$ cat config.mk
export PLATFORM = sky130hd
export DESIGN_NAME = ppu_vram_port
export DESIGN_NICKNAME = d
export VERILOG_FILES = /design/src/rtl/ppu_vram_pkg.sv /design/src/rtl/ppu_v_incr.sv /design/src/rtl/ppu_vram_port.sv
export SDC_FILE = /design/constraint.sdc
export NUM_CORES = 1
export LEC_CHECK = 0
export CAP_MARGIN = 40
export CORE_UTILIZATION = 48
export DETAILED_ROUTE_END_ITERATION = 8
export HOLD_SLACK_MARGIN = 0.12
export PLACE_DENSITY = 0.82
export RECOVER_POWER = 50
export SYNTH_ARGS = -nofsm -noshare
export SYNTH_HDL_FRONTEND = slang
export SYNTH_SLANG_ARGS = --single-unit
$ cat constraint.sdc
create_clock -name CLK -period 1.8 [get_ports CLK]
set_input_delay 0.27 -clock CLK [delete_from_list [all_inputs] [get_ports CLK]]
set_output_delay 0.27 -clock CLK [all_outputs]
set_load 0.03 [all_outputs]
$ cat src/rtl/ppu_vram_pkg.sv
// ppu_vram_pkg: shared state encoding and loopy-register field layout
package ppu_vram_pkg;
   typedef enum logic [1:0] {IDLE, ACCESS, INC} state_e;
   localparam int CX_LSB        = 0;
   localparam int CY_LSB        = 5;
   localparam int NT_LSB        = 10;
   localparam int FY_LSB        = 12;
   localparam int INC_ROW       = 32;
   localparam int COARSE_Y_LAST = 29;
endpackage

$ cat src/rtl/ppu_v_incr.sv
// ppu_v_incr: next-V functions for rendering increments and $2007 stepping
module ppu_v_incr
   import ppu_vram_pkg::*;
(
   input  logic [14:0] v_i,
   input  logic        h_inc_i,
   input  logic        v_inc_i,
   input  logic        i_1_32_i,
   output logic [14:0] v_ren_o,
   output logic [14:0] v_step_o
);
   // coarse-X and Y increments touch disjoint fields, so both may apply at once
   always_comb begin
      v_ren_o = v_i;
      if (h_inc_i) begin
         v_ren_o[CX_LSB +: 5] = v_i[CX_LSB +: 5] + 5'd1;
         if (&v_i[CX_LSB +: 5]) v_ren_o[NT_LSB] = ~v_i[NT_LSB];
      end
      if (v_inc_i) begin
         v_ren_o[FY_LSB +: 3] = v_i[FY_LSB +: 3] + 3'd1;
         if (&v_i[FY_LSB +: 3]) begin
            v_ren_o[CY_LSB +: 5] = (v_i[CY_LSB +: 5] == 5'(COARSE_Y_LAST) || &v_i[CY_LSB +: 5]) ? 5'd0 : v_i[CY_LSB +: 5] + 5'd1;
            if (v_i[CY_LSB +: 5] == 5'(COARSE_Y_LAST)) v_ren_o[NT_LSB + 1] = ~v_i[NT_LSB + 1];
         end
      end
   end
   assign v_step_o = v_i + (i_1_32_i ? 15'(INC_ROW) : 15'd1);
endmodule

$ cat src/rtl/ppu_vram_port.sv
// ppu_vram_port: scroll/address registers and CPU-side $2007 VRAM sequencer
module ppu_vram_port
   import ppu_vram_pkg::*;
#(
   parameter int VA_W    = 14,
   parameter int ACK_TMO = 15
) (
   input  logic            CLK,
   input  logic            n_RES,
   input  logic [7:0]      DB_in,
   input  logic            n_W0,
   input  logic            n_W5_1,
   input  logic            n_W5_2,
   input  logic            n_W6_1,
   input  logic            n_W6_2,
   input  logic            n_W7,
   input  logic            n_R7,
   input  logic            I_1_32,
   input  logic            RENDER,
   input  logic            H_INC,
   input  logic            V_INC,
   input  logic            COPY_H,
   input  logic            COPY_V,
   input  logic            VACK,
   input  logic [7:0]      VRDATA,
   output logic            VREQ,
   output logic            VWE,
   output logic [VA_W-1:0] VADDR,
   output logic [7:0]      VWDATA,
   output logic [2:0]      FH,
   output logic [7:0]      DB_out,
   output logic            DB_oe,
   output logic            TMO
);
   localparam int CW = $clog2(ACK_TMO + 1);
   logic [14:0]     t_q, v_q, v_d, v_ren, v_step;
   logic [2:0]      fh_q;
   logic [7:0]      rbuf_q, wdata_q;
   logic [VA_W-1:0] addr_q;
   logic [CW-1:0]   cnt_q;
   logic            vreq_q, vwe_q, tmo_q;
   state_e          state_q;

   ppu_v_incr u_incr (
      .v_i      (v_q),
      .h_inc_i  (H_INC),
      .v_inc_i  (V_INC),
      .i_1_32_i (I_1_32),
      .v_ren_o  (v_ren),
      .v_step_o (v_step)
   );

   // next V: $2006 load beats the $2007 step, which beats copies, which beat increments
   always_comb begin
      v_d = v_q;
      if (!n_W6_2) v_d = {t_q[14:8], DB_in};
      else if (state_q == INC) v_d = v_step;
      else if (COPY_H || COPY_V) begin
         if (COPY_H) {v_d[10], v_d[4:0]} = {t_q[10], t_q[4:0]};
         if (COPY_V) {v_d[14:11], v_d[9:5]} = {t_q[14:11], t_q[9:5]};
      end
      else v_d = v_ren;
   end

   // CPU register writes into T and fine X, plus the V update
   always_ff @(posedge CLK or negedge n_RES) begin
      if (!n_RES) begin
         t_q  <= '0;
         v_q  <= '0;
         fh_q <= '0;
      end else begin
         v_q <= v_d;
         if (!n_W0) t_q[11:10] <= DB_in[1:0];
         if (!n_W5_1) {t_q[4:0], fh_q} <= DB_in;
         if (!n_W5_2) {t_q[9:5], t_q[14:12]} <= DB_in;
         if (!n_W6_1) t_q[14:8] <= {1'b0, DB_in[5:0]};
         if (!n_W6_2) t_q[7:0] <= DB_in;
      end
   end

   // $2007 access sequencer; address is frozen for the whole access
   always_ff @(posedge CLK or negedge n_RES) begin
      if (!n_RES) begin
         state_q <= IDLE;
         vreq_q  <= 1'b0;
         vwe_q   <= 1'b0;
         tmo_q   <= 1'b0;
         cnt_q   <= '0;
         addr_q  <= '0;
         wdata_q <= '0;
         rbuf_q  <= '0;
      end else begin
         tmo_q <= 1'b0;
         case (state_q)
            IDLE: if (!RENDER && (!n_W7 || !n_R7)) begin
               vreq_q  <= 1'b1;
               vwe_q   <= !n_W7;
               cnt_q   <= '0;
               addr_q  <= v_q[VA_W-1:0];
               state_q <= ACCESS;
               if (!n_W7) wdata_q <= DB_in;
            end
            ACCESS: if (VACK) begin
               vreq_q  <= 1'b0;
               state_q <= INC;
               if (!vwe_q) rbuf_q <= VRDATA;
            end else if (cnt_q == CW'(ACK_TMO - 1)) begin
               vreq_q  <= 1'b0;
               tmo_q   <= 1'b1;
               state_q <= IDLE;
            end else cnt_q <= cnt_q + 1'b1;
            default: state_q <= IDLE;
         endcase
      end
   end

   assign VREQ   = vreq_q;
   assign VWE    = vwe_q;
   assign VADDR  = (state_q == IDLE) ? v_q[VA_W-1:0] : addr_q;
   assign VWDATA = wdata_q;
   assign FH     = fh_q;
   assign DB_out = rbuf_q;
   assign DB_oe  = !n_R7;
   assign TMO    = tmo_q;
endmodule
=== After elaboration in Yosys (flattened, before gate mapping) ===
Index checks and enable logic that the tools add are counted.

* $add $sub $neg: 5
* Equality and inequality tests: 19
* Multiplexer cells: 39
* Bitwise gates (word level): 4
* Reductions and logical operators: 23

{| class="wikitable"
|+ Operator list
! cell !! count
|-
| 15-bit two-way mux || 3
|-
| 5-bit two-way mux || 8
|-
| 4-bit two-way mux || 5
|-
| 4-bit by 1-bit != test with 1-bit output, second input constant || 5
|-
| 3-bit AND reduction || 6
|-
| 15-bit adder || 1
|-
| 14-bit two-way mux || 1
|-
| 2-bit != test, second input constant || 7
|-
| 1-bit two-way mux || 11
|-
| 5-bit by 1-bit adder with 5-bit output, second input constant || 2
|-
| 5-bit AND reduction || 2
|-
| 2-bit two-way mux || 4
|-
| 8-bit two-way mux || 1
|-
| 4-bit != test, second input constant || 2
|-
| 4-bit one-hot mux with 2 select lines || 1
|-
| 2-bit AND reduction || 4
|-
| 4-bit AND reduction || 2
|-
| 7-bit two-way mux || 1
|-
| 6-bit two-way mux || 1
|-
| 5-bit equality test, second input constant || 1
|-
| 4-bit by 1-bit adder with 4-bit output, second input constant || 1
|-
| 4-bit equality test, second input constant || 1
|-
| 1-bit NOT || 4
|-
| 2-bit one-hot mux with 2 select lines || 1
|-
| 11 further kinds || 15
|}

* Register bits: 72
* Output and inout bits: 37

=== Depth between registers and ports, before layout ===
Gate-level depths: netlist of run 1.

* Word-level depth: 8
* Depth in mapped cells: 9

=== Hierarchy ===
A second synthesis of run 1 with hierarchy kept.

* Cells, all modules: 407
* Area total of the unflattened synthesis: 4105.2 µm²

{| class="wikitable"
|+ Modules (own cells, without submodules)
! module !! instances !! cells an instance !! area each (µm²)
|-
| ppu_vram_port || 1 || 327 || 3483.3
|-
| ppu_v_incr || 1 || 80 || 621.8
|}

=== Worst setup path after synthesis of run 1 ===
No wires, ideal clock.

* Kind: flip-flop to flip-flop
* Start: register v_q[5]
* End: register v_q[9]
* Library setup time: 0.095 ns
* Arrival: 1.819 ns
* Setup slack: -0.114 ns
* Stages on the path, launching flop included: 10
* Path buffers: 0
* Clock period less this slack: 1.914 ns
* Cells stage by stage: dfrtp_1 ha_1 inv_1 nor2_1 ha_1 a41o_1 or3_1 nor2_1 a211oi_1 o31ai_1

* Longest elaborated chain between the ends: 8

{| class="wikitable"
|+ RTL lines
! item !! RTL line !! source
|-
| start: declaration || ppu_vram_port.sv:36 || <nowiki>logic [14:0] t_q, v_q, v_d, v_ren, v_step;</nowiki>
|-
| start signal: assignment || ppu_vram_port.sv:72 || <nowiki>v_q <= v_d;</nowiki>
|-
| branches (longest 6 deep; another with 5-bit by 1-bit adder with 5-bit output) || n/a ||
|-
| 15-bit two-way mux * || ppu_vram_port.sv:57 || <nowiki>else if (state_q == INC) v_d = v_step;</nowiki>
|-
| 15-bit two-way mux * || ppu_vram_port.sv:56 || <nowiki>if (!n_W6_2) v_d = {t_q[14:8], DB_in};</nowiki>
|}

Every way passes the cells marked *. The select of a mux whose other input is x is not followed.
A chain may end at the register's enable or synchronous reset.

=== Worst setup path in the final report of run 1 ===
Same ends and word-level chain as after synthesis.

==> results.json, run 1 <==
{
  "run_status": "finished with violations",
  "failing_checks": "negative setup slack",
  "floorplan.die_area_um2": 8730,
  "setup_repair_after_global_routing_missed_its_margin": "yes",
  "route.antenna.remaining_nets": 0,
  "cpLargestDelayFamily": "simple AND/OR/NAND/NOR gates",
  "cts_sinks": 72,
  "cts-root-to-sink-buffers": 2,
  "cts.reportedPaths.clkPinSlew_ps": 80,
  "cts-root-buf": "sky130_fd_sc_hd__clkbuf_8",
  "metal1_wirelength_um": 4770,
  "placed_cell_area_um2": 5160,
  "finalHoldViolations": 0,
  "skew_final_ps": 16.1,
  "tritoncts": "yes",
  "routed_wl_um": 12400,
  "wire_per_inst_um": 19.9,
  "postSynthAreaPerCell_um2": 10.3,
  "synth_cell_types": 59,
  "htree_levels": 3,
  "timing.final.max_slew_violations": 0,
  "drt_drc_violations_left": 0,
  "delay_of_the_slowest_cell_on_the_worst_path_ps": 420,
  "post_route_cells_drive_above_1_share_pct": 36.7,
  "cts_buffers": 9,
  "finish.instance_area_um2": 5830,
  "area_delta_synth_final_pct": 45.3,
  "async_reset_ff_share_pct": 100,
  "setup_slack_ps": -176,
  "cellLeakagePower_nw": 2.60,
  "first_iter_violations": 452,
  "antenna-diode-count": 0,
  "dp_hpwl_um": 7800,
  "power.ir.vdd_worst_mv": 0.851,
  "synthFlopType": "sky130_fd_sc_hd__dfrtp_1",
  "worst-endpoint-arrival_ps": 2240,
  "chip_width_um": 93.4,
  "topRoutingLayerUsed": "met4",
  "routed-wl-met3_um": 764,
  "synth_seq_cells": 72,
  "timing.critical_path.cells": "ha_2, inv_2, nor2_2, ha_2, a41o_1, or3_4, nor2_2, a211oi_1, o31ai_1",
  "worst_hold_slack_ps": 508,
  "max-slew-margin-rel_pct": 32.4,
  "synth_sequential_area_ratio_pct": 44.9,
  "grt_max_degree": 73,
  "syn_nets": 433,
  "rows": 32,
  "number_of_iterations_in_the_first_detailed_routing_pass": 5,
  "path_max_fanout": 4,
  "critPathSlowestCell": "sky130_fd_sc_hd__dfrtp_1",
  "final-setup-viol-count": 20,
  "floorplan.core_area_um2": 7890,
  "grt_first_pass_wirelength_um": 18600,
  "final_util_pct": 73.9,
  "routabilityCongestion": 0.917,
  "grt.overflow.total": 0,
  "worst_slew_pin_slew_ps": 1010,
  "numPlacedInstances": 593,
  "critPathLaunchType": "flop",
  "finish.net_count": 560,
  "syn_inst": 389,
  "clkLatencyLatePin_ps": 360,
  "initial_utilization_pct": 50.9,
  "max_clock_freq_ghz": 0.506,
  "placement.io_buffers": 68,
  "antenna_found_initial": 0,
  "stdcell_count": 622,
  "holdCritPathClass": "reg -> reg",
  "synth_edf_count": 0,
  "max_cap_violations": 0,
  "yosys_warnings": 0,
  "post-route-min-period_ps": 1980,
  "critPathKind": "reg -> reg",
  "grt_util_all_layers_pct": 28.2,
  "worst-endpoint-required_ps": 2070,
  "fin_setup_tns_ps": -2070,
  "cellPowerDensity_nw_per_um2": 1340,
  "number_of_global_route_vias_before_repair": 3817,
  "die_height_um": 93.4,
  "synth_area_um2": 4010,
  "min_period_over_period_pct": 110,
  "avgViaCountPerCell": 6.01,
  "ios": 69,
  "overall_via_count_from_detail_route": 3736,
  "worstPathBufferInverterCount": 1,
  "met2_length_um": 6260,
  "worst_setup_path_end_kind": "flop"
}
metrics by stage:
stage                     worst slack (ps)  power [W]
final                                 -176    0.00783
after global routing                  -278    0.00816
after CTS                             -138    0.00751
after detailed placement              -445    0.00556
after global placement                -357    0.00545
after floorplan                      -24.2    0.00423
state kept, by name, indices dropped and copies added (netlist names):
signal	flops
cnt_q	4
TMO	1
VWDATA	8
DB_out	8
FH	3
VWE	1
v_q	15
state_q	2
VREQ	1
addr_q	14
t_q	15
power breakdown:
| group | switching, W | internal [W] |
|---|---|---|
| clock | 0.000644 | 0.00109 |
| combinational | 0.00187 | 0.00180 |
| sequential | 0.000338 | 0.00209 |
| total | 0.00285 | 0.00498 |
path summary, 6_finish.rpt:
| path | from | to | slack [ps] | depth (start not counted) |
|---|---|---|---|---|
| max in group asynchronous | n_RES | v_q[3] | 360 | 3 |
| worst min register to register | VWDATA[5] | VWDATA[5] | 510 | 1 |
| min in group asynchronous | n_RES | v_q[11] | 700 | 3 |
| worst max-delay path | v_q[5] | v_q[9] | -180 | 9 |
| worst min-delay path | VWDATA[5] | VWDATA[5] | 510 | 1 |
| worst max register to register | v_q[5] | v_q[9] | -180 | 9 |
synth_stat cells, drive strengths merged (2+ instances only):
master	instances	area [um2]
dfrtp	72	1800
mux2	47	529
nor2	33	124
o21ai	23	123
a21oi	22	110
nand2	22	82.6
inv	18	67.6
mux2i	17	170
nand3	14	70.1
buf	13	71.3
clkbuf	13	51.3
ha	12	150
a31oi	7	43.8
xnor2	7	61.3
nor3	6	30.0
o211ai	4	30.0
o31ai	4	30.0
and3	3	18.8
and4	3	26.3
nand4	3	18.8
or3	3	18.8
xor2	3	26.3
a211oi	2	15.0
a311oi	2	17.5
a32oi	2	17.5
a41o	2	20.0
nor2b	2	12.5
o2111ai	2	23.8
o22ai	2	12.5
o2bb2ai	2	17.5
o32ai	2	17.5
o41ai	2	17.5
cells in the final DEF, fill, tap and decap left out, types with 3 or more instances in the layout:
master and count:
sky130_fd_sc_hd__nor2_2 3, sky130_fd_sc_hd__mux2i_1 17, sky130_fd_sc_hd__nand3_1 14, sky130_fd_sc_hd__clkdlybuf4s50_1 48, sky130_fd_sc_hd__o21ai_1 5, sky130_fd_sc_hd__nor3_1 3, sky130_fd_sc_hd__xnor2_1 6, sky130_fd_sc_hd__dfrtp_1 69
sky130_fd_sc_hd__bufinv_16 4, sky130_fd_sc_hd__buf_4 63, sky130_fd_sc_hd__dfrtp_2 3, sky130_fd_sc_hd__buf_6 22, sky130_fd_sc_hd__nand2_1 22, sky130_fd_sc_hd__inv_1 17, sky130_fd_sc_hd__dlygate4sd3_1 5, sky130_fd_sc_hd__o21ai_0 16
sky130_fd_sc_hd__a21oi_1 21, sky130_fd_sc_hd__xor2_1 3, sky130_fd_sc_hd__ha_4 3, sky130_fd_sc_hd__nor2_1 29, sky130_fd_sc_hd__ha_1 7, sky130_fd_sc_hd__o211ai_1 4, sky130_fd_sc_hd__and4_1 3, sky130_fd_sc_hd__nand4_1 3
sky130_fd_sc_hd__clkbuf_8 10, sky130_fd_sc_hd__mux2_4 14, sky130_fd_sc_hd__a31oi_1 7, sky130_fd_sc_hd__mux2_2 33
repair_timing:
item | in CTS | in global routing
setup endpoints to repair | 21 | 35
cloned | 1 | 0
pin swaps | 7 | 13
gates resized for setup | 79 | 41
buffers inserted | 7 | 6
hold buffers | 1 | 0
hold endpoints to repair | 72 | 0
worst register-to-register path, cell delays in order, from the launching register on:
cell	delay (ps)
sky130_fd_sc_hd__dfrtp_1	420
sky130_fd_sc_hd__ha_2	200
sky130_fd_sc_hd__inv_2	60
sky130_fd_sc_hd__nor2_2	40
sky130_fd_sc_hd__ha_2	180
sky130_fd_sc_hd__a41o_1	230
sky130_fd_sc_hd__or3_4	370
sky130_fd_sc_hd__nor2_2	110
sky130_fd_sc_hd__a211oi_1	60
sky130_fd_sc_hd__o31ai_1	210
area by class of cell:
type                            instances  area (um2)
Inverter                               19        72.6
Clock buffer                           10         138
Multi-Input combinational cell        272        2260
Sequential cell                        72        1810
Tap cell                              102         128
Clock inverter                          5         129
Fill cell                             498        2060
Timing Repair Buffer                  142        1290
layer usage:
metal | up-vias | GRT usage (%)
li1 | 1668 | -
met1 | 1816 | 32.6
met2 | 195 | 48.3
met3 | 57 | 5.61
met4 | 0 | 16.8
met5 | - | 0
cells by family after synthesis:
| logic type | after synthesis | synth area share [%] |
|---|---|---|
| flip-flops | 72 | 44.9 |
| AO/OA/AOI/OAI | 91 | 15.7 |
| XOR/XNOR | 10 | 2.18 |
| AND/OR/NAND/NOR | 95 | 11.2 |
| multiplexers | 64 | 17.4 |
| buffers and inverters | 45 | 4.87 |
| adder cells (fa/ha/maj) | 12 | 3.74 |
Power figures use the tool's default switching activity.
==> run 2: changes to the inputs <==
--- a/config.mk
+++ b/config.mk
@@ -6,6 +6,7 @@
 export NUM_CORES = 1
 export LEC_CHECK = 0
 export CAP_MARGIN = 40
+export CORE_ASPECT_RATIO = 1.75
 export CORE_UTILIZATION = 48
 export DETAILED_ROUTE_END_ITERATION = 8
 export HOLD_SLACK_MARGIN = 0.12
==> run 2 against run 1 <==
Against the previous run:
- the flow still finishes with violations (negative setup slack)
- via count increased by 3.9%
- final cell count decreased by 0.96%
- worst setup slack got worse by 230 ps
- worst hold slack got worse by 1.3 ps
- register-to-register slack got worse by 230 ps
- sequential cell count unchanged
- combinational power increased by 2%
- cell area increased by 1.1%
- sequential power about the same
- clock power increased by 5%
==> results.json, run 2 (synthesis gave the netlist of run 1 again) <==
{
  "chip_width_um": 71.1,
  "cts-root-buf": "sky130_fd_sc_hd__clkbuf_16",
  "grt_first_pass_wirelength_um": 20600,
  "setup_slack_ps": -410,
  "grt_util_all_layers_pct": 32.1,
  "tritoncts": "yes",
  "clkLatencyLatePin_ps": 350,
  "path_max_fanout": 4,
  "setup_repair_after_global_routing_missed_its_margin": "yes",
  "final_util_pct": 73.5,
  "cts-root-to-sink-buffers": 2,
  "floorplan.die_area_um2": 8740,
  "number_of_global_route_vias_before_repair": 4073,
  "timing.final.max_slew_violations": 0,
  "post-route-min-period_ps": 2210,
  "ios": 69,
  "worst_setup_path_end_kind": "flop",
  "dp_hpwl_um": 8250,
  "placement.io_buffers": 68,
  "finish.net_count": 565,
  "overall_via_count_from_detail_route": 3880,
  "mostFrequentLayoutCell": "sky130_fd_sc_hd__buf_4",
  "failing_checks": "negative setup slack",
  "routed_wl_um": 13500,
  "min_period_over_period_pct": 123,
  "die_height_um": 123,
  "antenna-diode-count": 0,
  "initial_utilization_pct": 50.0,
  "critPathKind": "reg -> reg",
  "cellPowerDensity_nw_per_um2": 1360,
  "worst-endpoint-arrival_ps": 2420,
  "final-setup-viol-count": 24,
  "top_regs": "t_q: 15 flops, v_q: 15 flops, addr_q: 14 flops",
  "critPathLaunchType": "flop",
  "floorplan.core_area_um2": 8020,
  "drt_drc_violations_left": 0,
  "cts_sinks": 72,
  "worst_slew_pin_slew_ps": 987,
  "wire_per_inst_um": 21.9,
  "htree_levels": 3,
  "power.ir.vdd_worst_mv": 0.978,
  "antenna_found_initial": 0,
  "holdCritPathClass": "reg -> reg",
  "rows": 43,
  "max_clock_freq_ghz": 0.452,
  "placed_cell_area_um2": 5160,
  "grt.overflow.total": 0,
  "avgViaCountPerCell": 6.30,
  "routabilityCongestion": 0.995,
  "run_status": "finished with violations",
  "route.antenna.remaining_nets": 0,
  "fillCellCount": 499,
  "max-slew-margin-rel_pct": 34.2,
  "area_delta_synth_final_pct": 46.9,
  "cts.reportedPaths.clkPinSlew_ps": 70,
  "cellLeakagePower_nw": 2.63,
  "worst-endpoint-required_ps": 2010,
  "most_used_cells_in_the_layout_excluding_fill_and_tap_cells": "sky130_fd_sc_hd__buf_4, sky130_fd_sc_hd__dfrtp_1, sky130_fd_sc_hd__clkdlybuf4s50_1, sky130_fd_sc_hd__mux2_2, sky130_fd_sc_hd__nor2_1",
  "cts_buffers": 9,
  "max_cap_violations": 0,
  "first_iter_violations": 528,
  "skew_final_ps": 16.8,
  "finish.instance_area_um2": 5890,
  "post_route_cells_drive_above_1_share_pct": 36.1,
  "grt_max_degree": 73,
  "finalHoldViolations": 0,
  "number_of_iterations_in_the_first_detailed_routing_pass": 8
}
## run 2: cell count changes in the layout (fill, tap and decap cells not counted), sizes merged
| cell | previous run | this run |
|---|---|---|
| inv | 18 | 17 |
| clkbuf | 11 | 14 |
| clkinv | 2 | 3 |
| bufinv | 4 | 1 |
| clkinvlp | 0 | 1 |
| dlymetal6s2s | 0 | 1 |
| buf | 87 | 92 |
| dlygate4sd3 | 5 | 4 |
## run 2: path summary, 6_finish.rpt
check | from | endpoint | slack (ps) | cells after the start
hold / removal | FH[0] | FH[0] | 510 | 1
hold reg to reg | FH[0] | FH[0] | 510 | 1
setup / recovery | v_q[5] | v_q[6] | -410 | 7
setup reg to reg | v_q[5] | v_q[6] | -410 | 7
min in group asynchronous | n_RES | t_q[11] | 720 | 3
max in group asynchronous | n_RES | v_q[5] | 380 | 3
## run 2: cell type report
class / instances / area, um2 / share of cell area, %
flip-flops and latches: 72 / 1810 / 30.6
well taps: 90 / 113 / 1.91
repair buffers: 147 / 1340 / 22.7
clock buffers: 13 / 260 / 4.42
inverters: 19 / 76.3 / 1.30
multi-input cells: 272 / 2260 / 38.4
clock inverters: 3 / 40.0 / 0.679
## run 2: what timing repair did
action,in CTS,in global routing
pin swaps,10,11
resized for setup,56,28
setup endpoints to repair,22,30
hold buffers,1,0
buffers inserted,5,7
endpoints found under the hold margin,72,0
gates cloned,1,0
## run 2: metrics by stage
stage                     TNS, ps  total power (W)  instances  hold WS (ps)  setup slack (ps)
final                       -3280          0.00802        616           507              -410
after detailed placement    -4970          0.00555        586           330              -410
after global routing        -3990          0.00832        616           522              -434
after floorplan             -24.2          0.00423        389         -25.6             -24.2
after global placement      -4070          0.00545        586           322              -402
after CTS                   -1730          0.00773        609           505              -141
## run 2: power breakdown
group          leakage [nW]  switching (W)  internal (W)
registers             0.853       0.000338       0.00209
logic                  1.63        0.00193       0.00183
clock network         0.150       0.000687       0.00114
## run 2: worst max-delay path, cell delays in order, from the launching register on
cell and delay, ps:
sky130_fd_sc_hd__dfrtp_2 460, sky130_fd_sc_hd__buf_4 160, sky130_fd_sc_hd__ha_4 290, sky130_fd_sc_hd__buf_4 120, sky130_fd_sc_hd__a31oi_1 180, sky130_fd_sc_hd__o31ai_1 320
sky130_fd_sc_hd__a21oi_1 150, sky130_fd_sc_hd__o32ai_2 390
## run 2: metal layers
layer | global-route usage [%] | wire, um | up-vias
li1 | - | - | 1685
met1 | 33.4 | 4490 | 1855
met2 | 58.1 | 7070 | 234
met3 | 6.28 | 794 | 106
met4 | 21.4 | 1150 | 0
met5 | 0 | 0 | -
==> run 3: changes to the inputs <==
--- a/config.mk
+++ b/config.mk
@@ -14,4 +14,5 @@
 export RECOVER_POWER = 50
 export SYNTH_ARGS = -nofsm -noshare
 export SYNTH_HDL_FRONTEND = slang
+export SYNTH_HIERARCHICAL = 1
 export SYNTH_SLANG_ARGS = --single-unit
==> run 3 against run 2 <==
Against the previous run:
- the flow still finishes with violations (negative setup slack)
- power shrank 8.1%
- clock-buffer cell count rose by 2
- non-clock buffer count decreased by 9
- sequential power decreased by 3%
- via count is 8.9% lower
- clock power decreased by 9%
- sequential cell count unchanged
- worst setup slack better by 130 ps
- synthesized cell count increased by 4.6%
- utilization decreased by 1.9 points
- routed wire length fell by 17%
- first-iteration DRC count fell by 61%
==> results.json, run 3 <==
{
  "postSynthAreaPerCell_um2": 10.1,
  "number_of_global_route_vias_before_repair": 3561,
  "wire_per_inst_um": 17.2,
  "worst-endpoint-required_ps": 2020,
  "floorplan.core_area_um2": 8310,
  "finalHoldViolations": 0,
  "critPathLaunchType": "flop",
  "synth_cell_types": 41,
  "cellPowerDensity_nw_per_um2": 1240,
  "power.ir.vdd_worst_mv": 0.867,
  "p_switching_w": 0.00260,
  "setup_repair_after_global_routing_missed_its_margin": "yes",
  "seqPwrFrac_pct": 32.0,
  "top_regs": "t_q: 15 flops, v_q: 15 flops, addr_q: 14 flops",
  "rows": 44,
  "synthDominantAreaCellType": "sky130_fd_sc_hd__dfrtp_1",
  "fillCellCount": 554,
  "initial_utilization_pct": 49.4,
  "placed_cell_area_um2": 5300,
  "syn_nets": 451,
  "yosys_warnings": 6,
  "skew_final_ps": 6.29,
  "max_cap_violations": 0,
  "setup_slack_ps": -276,
  "synthTopCellsByArea": "sky130_fd_sc_hd__dfrtp_1, sky130_fd_sc_hd__mux2_2, sky130_fd_sc_hd__mux2i_1",
  "cts_buffers": 9,
  "cts_sinks": 72,
  "min_period_over_period_pct": 115,
  "synth_commonest_cells": "sky130_fd_sc_hd__dfrtp_1, sky130_fd_sc_hd__nand2_1, sky130_fd_sc_hd__mux2_2",
  "antenna_found_initial": 0,
  "critPathKind": "reg -> reg",
  "worst_slew_pin_slew_ps": 988,
  "worst_setup_path_end_kind": "flop",
  "register_to_register_setup_slack_ps": -280,
  "post_route_cells_drive_above_1_share_pct": 32.3,
  "die_height_um": 124,
  "pwr-share-comb_pct": 45.4,
  "delay_of_the_slowest_cell_on_the_worst_path_ps": 430,
  "worst-endpoint-arrival_ps": 2300,
  "timing.critical_path.cells": "buf_6, ha_4, a31o_4, nand2_2, xnor2_1, mux2_4, mux2_2, mux2_4",
  "overall_via_count_from_detail_route": 3533,
  "mostFrequentLayoutCell": "sky130_fd_sc_hd__dfrtp_1",
  "async_reset_ff_share_pct": 100,
  "synth_sequential_area_ratio_pct": 43.9,
  "synthFlopType": "sky130_fd_sc_hd__dfrtp_1",
  "synth_top_cell_area_share_pct": 43.9,
  "antenna-diode-count": 0,
  "grt_util_all_layers_pct": 25.7,
  "routed_wl_um": 11200,
  "register_to_register_path_depth": 8,
  "first_iter_violations": 207,
  "synth_area_um2": 4110,
  "placement.io_buffers": 68,
  "numPlacedInstances": 626,
  "timing.rr.start": "v_q[5]",
  "stdcell_count": 654,
  "routabilityCongestion": 0.923,
  "tritoncts": "yes",
  "hp-start": "addr_q[7]",
  "synth_edf_count": 0,
  "most_frequent_cell_on_critical_path": "sky130_fd_sc_hd__mux2_4",
  "grt_max_degree": 73,
  "path_max_fanout": 3,
  "max-slew-margin-rel_pct": 34.1,
  "timing.final.max_slew_violations": 0,
  "worst_hold_slack_ps": 476,
  "area_delta_synth_final_pct": 45.1,
  "failing_checks": "negative setup slack",
  "ios": 69,
  "yosys.cell_count.top_type": "sky130_fd_sc_hd__dfrtp_1",
  "final-setup-viol-count": 24,
  "dp_hpwl_um": 7450,
  "run_status": "finished with violations",
  "max_clock_freq_ghz": 0.482,
  "finish.net_count": 579,
  "worst_r2r_endpoint": "v_q[10]",
  "clkLatencyLatePin_ps": 330,
  "critPathSlowestCell": "sky130_fd_sc_hd__dfrtp_2",
  "drt_drc_violations_left": 0,
  "cellLeakagePower_nw": 2.72,
  "cts-root-buf": "sky130_fd_sc_hd__clkbuf_16",
  "htree_levels": 3,
  "cts-root-to-sink-buffers": 2,
  "crit_path_start": "v_q[5]",
  "chip_width_um": 71.9,
  "p_clk_share_pct": 22.6,
  "power_switching_share_pct": 35.3,
  "avgViaCountPerCell": 5.40,
  "crit_end": "v_q[10]",
  "most_used_cells_in_the_layout_excluding_fill_and_tap_cells": "sky130_fd_sc_hd__dfrtp_1, sky130_fd_sc_hd__nand2_1, sky130_fd_sc_hd__buf_4, sky130_fd_sc_hd__clkdlybuf4s50_1, sky130_fd_sc_hd__mux2i_1",
  "grt.overflow.total": 0,
  "route.antenna.remaining_nets": 0,
  "grt_first_pass_wirelength_um": 17600,
  "post-route-min-period_ps": 2080,
  "floorplan.die_area_um2": 8940,
  "number_of_iterations_in_the_first_detailed_routing_pass": 4,
  "synth_seq_cells": 72,
  "finish.instance_area_um2": 5960,
  "cts.reportedPaths.clkPinSlew_ps": 50,
  "holdCritPathClass": "reg -> reg",
  "syn_inst": 407,
  "cell_internal_pwr_w": 0.00477
}
==> run 3: cell types whose count changed in the layout (fill, tap and decap cells not counted), moves of 8 or more <==
cell / change
sky130_fd_sc_hd__o22a_1: +8
sky130_fd_sc_hd__buf_6: +9
sky130_fd_sc_hd__buf_4: -18
sky130_fd_sc_hd__mux2_2: -9
sky130_fd_sc_hd__mux2i_1: +11
sky130_fd_sc_hd__nand2_1: +39
sky130_fd_sc_hd__nor2_1: -15
sky130_fd_sc_hd__xnor2_1: +9
==> run 3: power groups by stage <==
stage,Combinational [W],Clock (W),Sequential (W)
2_1_floorplan,0.00135,0,0.00269
3_3_place_gp,0.00287,0,0.00233
3_5_place_dp,0.00293,0,0.00236
4_1_cts,0.00321,0.00170,0.00234
5_1_grt,0.00355,0.00176,0.00241
6_report,0.00334,0.00167,0.00236
==> run 3: repair_timing <==
item | CTS | global route
endpoints found under the setup margin | 25 | 34
hold buffers | 1 | 0
cloned | 1 | 0
pin swaps | 13 | 14
resized for setup | 120 | 38
endpoints found under the hold margin | 72 | 0
buffers inserted | 9 | 4
==> run 3: final cells by class <==
type / instances / area [um2] / area share, %
clock buffer: 15 / 278 / 4.66
inverter: 15 / 56.3 / 0.945
multi-input combinational: 299 / 2380 / 40.0
sequential: 72 / 1810 / 30.3
tap: 115 / 144 / 2.42
timing repair buffer: 138 / 1290 / 21.6
==> run 3: worst max-delay path: cells and delay by family (launching register included) <==
kind	cells	cell delay, ps
fa+ha+maj	1	260
compound gates	1	170
mux	3	790
buf+inv	1	130
flops	1	430
xor+xnor	1	120
simple gates	1	50
==> run 3: layer usage <==
metal / GRT usage [%] / wire length (um) / up-vias
li1: - / - / 1673
met1: 29.4 / 4240 / 1756
met2: 46.0 / 6320 / 86
met3: 2.67 / 382 / 18
met4: 13.0 / 278 / 0
met5: 0 / 0 / -
==> run 3: cells by family (layout without fill, tap and decap cells) <==
logic type | after synthesis | after routing | synth area share (%)
compound gates | 75 | 75 | 11.1
flops | 72 | 72 | 43.9
buf+inv | 36 | 168 | 4.18
mux | 72 | 72 | 19.0
simple gates | 119 | 119 | 13.8
fa+ha+maj | 12 | 12 | 3.66
xor+xnor | 21 | 21 | 4.48
==> run 3: how the worst min path moves through the flow <==
stage	to	slack, ps	cells past startpoint
final	addr_q[7]	480	2
after global routing	addr_q[12]	510	2
after CTS	addr_q[10]	480	2
after detailed placement	TMO	330	2
after global placement	TMO	320	2
after floorplan	DB_out[0]	-30	0
==> run 3: through the flow <==
stage	utilization, %	setup TNS, ps	total power (W)	worst slack [ps]
after floorplan	-	-593	0.00404	-153
after global placement	63.8	-5460	0.00520	-516
after detailed placement	63.8	-5860	0.00528	-547
after CTS	69.8	-2260	0.00725	-222
after global routing	71.6	-4090	0.00772	-342
final	71.6	-2820	0.00737	-276
